## src/rtl/pulse_counter_readout_ctrl.sv

```systemverilog
// Readout scheduler: RTC tick -> snapshot, then per channel LOAD + COUNT_W shifts; optional CH_MASK_EN skips masked channels.
// Latency: snap_o 3 clk after rtc_in rises; frame busy for 1+N*(1+COUNT_W) cycles.
// No backpressure: ticks arriving mid-frame are dropped and flagged on sticky ovf_rtc_o.
module pulse_counter_readout_ctrl #(
    parameter int NUM_CH  = 4,
    parameter int COUNT_W = 16,
    parameter int ADDR_W  = 3
) (
    input  logic              clk,
    input  logic              rst_n,
    input  logic              rtc_in,
    input  logic [NUM_CH-1:0] ovf_ch,
`ifdef CH_MASK_EN
    input  logic [NUM_CH-1:0] ch_mask,
`endif
    input  logic              ovf_clr,
    output logic              snap_o,
    output logic [ADDR_W-1:0] addr_o,
    output logic              sl_o,
    output logic              shift_en_o,
    output logic              ovf_ch_o,
    output logic              ovf_rtc_o,
    output logic              busy_o
);

    localparam int BIT_W = (COUNT_W > 1) ? $clog2(COUNT_W) : 1;

    typedef enum logic [1:0] {IDLE, SNAP, LOAD, SHIFT} state_t;

    state_t            state, state_nxt;
    logic [ADDR_W-1:0] ch, ch_nxt;
    logic [BIT_W-1:0]  bit_cnt, bit_nxt;
    logic              rtc_s1, rtc_s2, rtc_prev, rtc_edge;
    logic [NUM_CH-1:0] snap_mask, run_mask;
    logic [ADDR_W:0]   nc;
    logic              ovf_sel;
    logic              ovf_ch_d;

`ifdef CH_MASK_EN
    logic [NUM_CH-1:0] mask_q;

    always_ff @(posedge clk or negedge rst_n) begin
        if (!rst_n)              mask_q <= '0;
        else if (state == SNAP)  mask_q <= ch_mask;
    end

    assign snap_mask = ch_mask;
    assign run_mask  = mask_q;
`else
    assign snap_mask = '1;
    assign run_mask  = '1;
`endif

    // Lowest enabled channel index >= from; MSB flags that one exists.
    function automatic logic [ADDR_W:0] next_ch(input logic [NUM_CH-1:0] m, input int from);
        logic [ADDR_W:0] r;
        r = '0;
        for (int i = NUM_CH - 1; i >= 0; i--) begin
            if (m[i] && i >= from) r = {1'b1, ADDR_W'(i)};
        end
        return r;
    endfunction

    assign rtc_edge = rtc_s2 & ~rtc_prev;

    always_ff @(posedge clk or negedge rst_n) begin
        if (!rst_n) state <= IDLE;
        else        state <= state_nxt;
    end

    always_comb begin
        state_nxt = state;
        ch_nxt    = ch;
        bit_nxt   = bit_cnt;
        nc        = '0;
        case (state)
            IDLE: if (rtc_edge) state_nxt = SNAP;
            SNAP: begin
                nc = next_ch(snap_mask, 0);
                if (nc[ADDR_W]) begin
                    state_nxt = LOAD;
                    ch_nxt    = nc[ADDR_W-1:0];
                end else begin
                    state_nxt = IDLE;
                end
            end
            LOAD: begin
                bit_nxt   = '0;
                state_nxt = SHIFT;
            end
            SHIFT: begin
                if (bit_cnt == BIT_W'(COUNT_W - 1)) begin
                    nc = next_ch(run_mask, int'(ch) + 1);
                    if (nc[ADDR_W]) begin
                        state_nxt = LOAD;
                        ch_nxt    = nc[ADDR_W-1:0];
                    end else begin
                        state_nxt = IDLE;
                        ch_nxt    = '0;
                    end
                end else begin
                    bit_nxt = bit_cnt + BIT_W'(1);
                end
            end
            default: state_nxt = IDLE;
        endcase
    end

    always_comb begin
        ovf_sel = 1'b0;
        for (int i = 0; i < NUM_CH; i++) begin
            if (ch == ADDR_W'(i)) ovf_sel = ovf_ch[i];
        end
    end

    // Flag is captured at the end of LOAD, held through SHIFT and zero otherwise.
    assign ovf_ch_d = (state == LOAD) ? ovf_sel : ((state_nxt == SHIFT) ? ovf_ch_o : 1'b0);

    always_ff @(posedge clk or negedge rst_n) begin
        if (!rst_n) begin
            rtc_s1     <= 1'b1;
            rtc_s2     <= 1'b1;
            rtc_prev   <= 1'b1;
            ch         <= '0;
            bit_cnt    <= '0;
            snap_o     <= 1'b0;
            addr_o     <= '0;
            sl_o       <= 1'b0;
            shift_en_o <= 1'b0;
            ovf_ch_o   <= 1'b0;
            ovf_rtc_o  <= 1'b0;
            busy_o     <= 1'b0;
        end else begin
            rtc_s1     <= rtc_in;
            rtc_s2     <= rtc_s1;
            rtc_prev   <= rtc_s2;
            ch         <= ch_nxt;
            bit_cnt    <= bit_nxt;
            snap_o     <= (state_nxt == SNAP);
            sl_o       <= (state_nxt == LOAD);
            shift_en_o <= (state_nxt == SHIFT);
            busy_o     <= (state_nxt != IDLE);
            addr_o     <= (state_nxt == LOAD || state_nxt == SHIFT) ? ch_nxt : '0;
            ovf_ch_o   <= ovf_ch_d;
            // Set dominates a simultaneous clear.
            if (rtc_edge && state != IDLE) ovf_rtc_o <= 1'b1;
            else if (ovf_clr)              ovf_rtc_o <= 1'b0;
        end
    end

endmodule

```

## config.mk

```make
export PLATFORM = sky130hd
export DESIGN_NAME = pulse_counter_readout_ctrl
export DESIGN_NICKNAME = d
export VERILOG_FILES = /design/src/rtl/pulse_counter_readout_ctrl.sv
export SDC_FILE = /design/constraint.sdc
export NUM_CORES = 1
export LEC_CHECK = 0
export CORE_ASPECT_RATIO = 1.4
export CORE_UTILIZATION = 50
export DETAILED_ROUTE_END_ITERATION = 12
export PLACE_DENSITY = 0.82
export SYNTH_ARGS = -nofsm -noshare
export SYNTH_HDL_FRONTEND = slang
export SYNTH_SLANG_ARGS = --single-unit
```

## constraint.sdc

```tcl
create_clock -name clk -period 2.1 [get_ports clk]
set_input_delay 0.315 -clock clk [delete_from_list [all_inputs] [get_ports clk]]
set_output_delay 0.315 -clock clk [all_outputs]
set_load 0.02 [all_outputs]
```

==> impl_table.tex <==
\begin{tabular}{lr}
\hline
Metric & Value \\
\hline
\multicolumn{2}{l}{\textbf{Placement}} \\
\quad Post-placement cell count & 122 \\
\quad Post-placement cell area & 1150 sq um \\
\quad Detailed placement HPWL & 1370 microns \\
\quad Port Buf Inserts & 16 \\
\quad Post-Place Worst Slack & 370 ps \\
\quad Weighted congestion at the end of routability-driven global placement & 0.818 \\
\multicolumn{2}{l}{\textbf{Global routing}} \\
\quad Final global-route overflow total & 0 \\
\quad Met1 track utilization from global routing & 25.1\% \\
\quad Layer with the highest usage & met2 \\
\quad Met3 demand-to-capacity share in global routing & 2.48\% \\
\quad M2 GR Usage & 37.8\% \\
\quad Global-route wire length before repair & 3130 microns \\
\quad Pin count of the biggest net entering global routing & 22 \\
\quad Number of global-route vias before repair & 761 \\
\quad Aggregate global-route resource usage & 21.7\% \\
\quad Number of antenna violations at the first check in global routing & 0 \\
\multicolumn{2}{l}{\textbf{Timing}} \\
\quad Max Fclk & 570 MHz \\
\quad Setup slack of the critical path after layout & 346 ps \\
\quad Worst Max-Slew Pin Slew & 517 ps \\
\quad Max\_slew headroom & 65.2\% \\
\quad Smallest hold slack & 341 ps \\
\quad Final Hold Vio Count & 0 \\
\quad Final sum of negative setup slack & 0 ps \\
\quad Min cycle time layout & 1750 ps \\
\quad Worst-case clock skew & 2.72 ps \\
\quad Period Utilization, post-route & 83.5\% \\
\quad Final number of max-transition violations & 0 \\
\quad Count of final setup violators & 0 \\
\quad Setup repair after global routing missed its margin & false \\
\multicolumn{2}{l}{\textbf{Finish}} \\
\quad Finished layout cell area & 1180 sq um \\
\quad Non-Filler Instances & 126 \\
\quad Final standard cell utilization of the core & 66.2\% \\
\quad Storage element area & 529 sq um \\
\quad Number of diodes & 0 \\
\quad Share of layout cells above drive strength 1 & 10.4\% \\
\quad Number of inserted filler cells in the final layout & 134 \\
\quad Area taken by multi-input logic gates & 395 sq um \\
\quad Synth-to-Final Area Change & 22.3\% \\
\quad Final nets & 122 \\
\multicolumn{2}{l}{\textbf{Clock network}} \\
\quad Number of levels the H-tree was split into & 1 \\
\quad CTS Root Buffer Type & sky130\_fd\_sc\_hd\_\_clkbuf\_4 \\
\quad Count of buffers added by post-CTS timing repair for setup & 0 \\
\quad CTS sink cnt & 21 \\
\quad PostCTS Resize Cnt & 0 \\
\quad Clock-pin slew on the worst setup and hold paths & 110 ps \\
\quad Count of hold buffers inserted by post-cts repair & 0 \\
\quad Clock insertion delay at the later pin of the skew report & 290 ps \\
\quad TritonCTS clock tree & built \\
\quad Num CTS Buffers & 3 \\
\quad Number of buffers on the longest clock path & 2 \\
\multicolumn{2}{l}{\textbf{Worst setup path}} \\
\quad Critical path startpoint category & flip-flop \\
\quad Worst reg-to-reg path cell count & 5 \\
\quad Buf+Inv Stages, Crit Path & 0 \\
\quad Data arrival, critical path & 1950 ps \\
\quad WS Path Type & reg2reg \\
\quad Logic depth of the worst setup path including buffers & 5 \\
\quad Endpoint type of the worst setup path & flip-flop \\
\quad Cell Chain, Critical Path & ha\_1, ha\_1, or4b\_1, a211o\_1, o311ai\_1 \\
\quad Largest stage delay on the critical path & 460 ps \\
\quad Endpoint required time on the critical path & 2290 ps \\
\quad Crit-path most repeated cell & sky130\_fd\_sc\_hd\_\_ha\_1 \\
\quad Maximum fanout count along the critical path & 6 \\
\quad Largest delay share family, worst path & flip-flops \\
\quad Cell type of the slowest stage on the worst timing path & sky130\_fd\_sc\_hd\_\_dfrtp\_1 \\
\multicolumn{2}{l}{\textbf{Pwr}} \\
\quad Part of the total power dissipated in the clock network & 13.7\% \\
\quad Overall Power & 1.36 mW \\
\quad Cell Pwr Density & 1150 nW/um\^{}2 \\
\quad Combinational share of power & 39.9\% \\
\quad Net Sw Frac & 37.7\% \\
\quad NetSw & 0.512 mW \\
\quad Total internal power & 0.846 mW \\
\quad Reported leakage power & 0.518 nW \\
\quad Maximum vdd ir drop & 0.000950 V \\
\quad Seq pwr share & 46.4\% \\
\multicolumn{2}{l}{\textbf{Outcome}} \\
\quad Outcome & complete, no violations \\
\multicolumn{2}{l}{\textbf{Routing}} \\
\quad Avg WL per Cell & 14.3 microns \\
\quad Remaining antenna violation count & 0 \\
\quad Vias post-DR & 730 \\
\quad Number of vias per cell & 5.79 \\
\quad Drt initial violations & 11 \\
\quad First-pass DRT Iterations & 4 \\
\quad Residual DRC & 0 \\
\quad Total detailed-routing wirelength & 1810 microns \\
\multicolumn{2}{l}{\textbf{Worst hold path}} \\
\quad Class of the worst hold path & in2async \\
\multicolumn{2}{l}{\textbf{Floorplanning}} \\
\quad Die Area & 2110 sq um \\
\quad Horizontal extent of the die & 39.1 microns \\
\quad Initial cell density of the core & 54.1\% \\
\quad Die Y & 53.9 microns \\
\quad I/O pin count & 17 \\
\quad Core ar. & 1780 sq um \\
\quad \# rows & 18 \\
\multicolumn{2}{l}{\textbf{Synthesis}} \\
\quad Post-Syn Area per Cell & 11.1 sq um \\
\quad Gate Count Post-Synth & 87 \\
\quad Nets in the synthesized netlist & 102 \\
\quad Distinct cells, synth & 35 \\
\quad Netlist area before placement & 963 sq um \\
\quad Flops \& latches, synth & 21 \\
\quad Part of the Yosys area used for sequential elements & 54.9\% \\
\quad Yosys synthesis warning count & 0 \\
\multicolumn{2}{l}{\textbf{Job}} \\
\quad Max cap viols & 0 \\
\hline
\end{tabular}
path summary, 6_finish.rpt:
check,slack (ps),from,to
max in group asynchronous,1490,rst_n,rtc_s1$_DFF_PN1_
setup / recovery,350,ch[0]$_DFF_PN0_,ovf_ch_o$_DFFE_PN0P_
min in group clk,370,rtc_s1$_DFF_PN1_,rtc_s2$_DFF_PN1_
setup reg to reg,350,ch[0]$_DFF_PN0_,ovf_ch_o$_DFFE_PN0P_
hold / removal,340,rst_n,ovf_ch_o$_DFFE_PN0P_
hold reg to reg,370,rtc_s1$_DFF_PN1_,rtc_s2$_DFF_PN1_
synthesized netlist by cell type (all sizes together):
library cell | instances | share of area, %
a21oi | 6 | 3.1
o311ai | 1 | 0.91
nand2 | 6 | 2.3
nand3b | 1 | 0.78
o22ai | 1 | 0.65
nand4 | 2 | 1.3
nand2b | 3 | 1.9
a221o | 1 | 1.0
nand3 | 6 | 3.6
dfrtp | 18 | 47
inv | 5 | 1.9
mux2i | 1 | 1.0
a21o | 1 | 0.78
nand4b | 1 | 0.91
clkbuf | 2 | 0.78
a31oi | 1 | 0.65
a32oi | 1 | 0.91
nor2b | 1 | 0.65
buf | 2 | 1.3
and4 | 1 | 0.91
o31ai | 1 | 0.78
ha | 7 | 9.1
o221ai | 1 | 0.91
a211o | 1 | 0.91
and3 | 1 | 0.65
a41oi | 1 | 0.91
or4b | 1 | 1.0
nor2 | 3 | 1.2
o21ai | 4 | 2.1
nor3 | 2 | 1.0
o32ai | 1 | 0.91
dfstp | 3 | 8.2
area by class of cell:
cell class	count	area share (%)
flip-flops and latches	21	44.9
multi-input cells	57	33.5
repair buffers	19	15.5
well taps	20	2.12
clock buffers	3	1.91
inverters	5	1.59
clock inverters	1	0.425
cell families after synthesis:
| logic type | count (synthesis) | share of synthesized area [%] |
|---|---|---|
| AND/OR/NAND/NOR | 28 | 16.4 |
| AO/OA/AOI/OAI | 21 | 14.5 |
| flip-flops | 21 | 54.9 |
| buffers and inverters | 9 | 4.03 |
| adder cells (fa/ha/maj) | 7 | 9.09 |
| multiplexers | 1 | 1.04 |
routing by layer:
metal | up-vias | share of wire (%)
li1 | 355 | -
met1 | 359 | 42
met2 | 14 | 54
met3 | 2 | 2.6
met4 | 0 | 0.83
met5 | - | 0
sequential cells by signal (all words and copies together), names as in the netlist, 2 cells and up:
register  flops
ch            3
bit_cnt       4
addr_o        3
state         2
power by group through the flow:
stage / sequential, mW / clock, mW / combinational [mW]
2_1_floorplan: 0.652 / 0 / 0.325
3_3_place_gp: 0.623 / 0 / 0.517
3_5_place_dp: 0.637 / 0 / 0.539
4_1_cts: 0.629 / 0.194 / 0.547
5_1_grt: 0.650 / 0.211 / 0.612
6_report: 0.630 / 0.185 / 0.542
cells in the final DEF (no fill, tap or decap), drive strengths merged, types with 4 or more instances in the layout:
cell type       n
clkdlybuf4s50  16
inv             5
o21ai           4
ha              7
dfrtp          18
a21oi           6
nand3           6
nand2           6
Power figures use the tool's default switching activity.
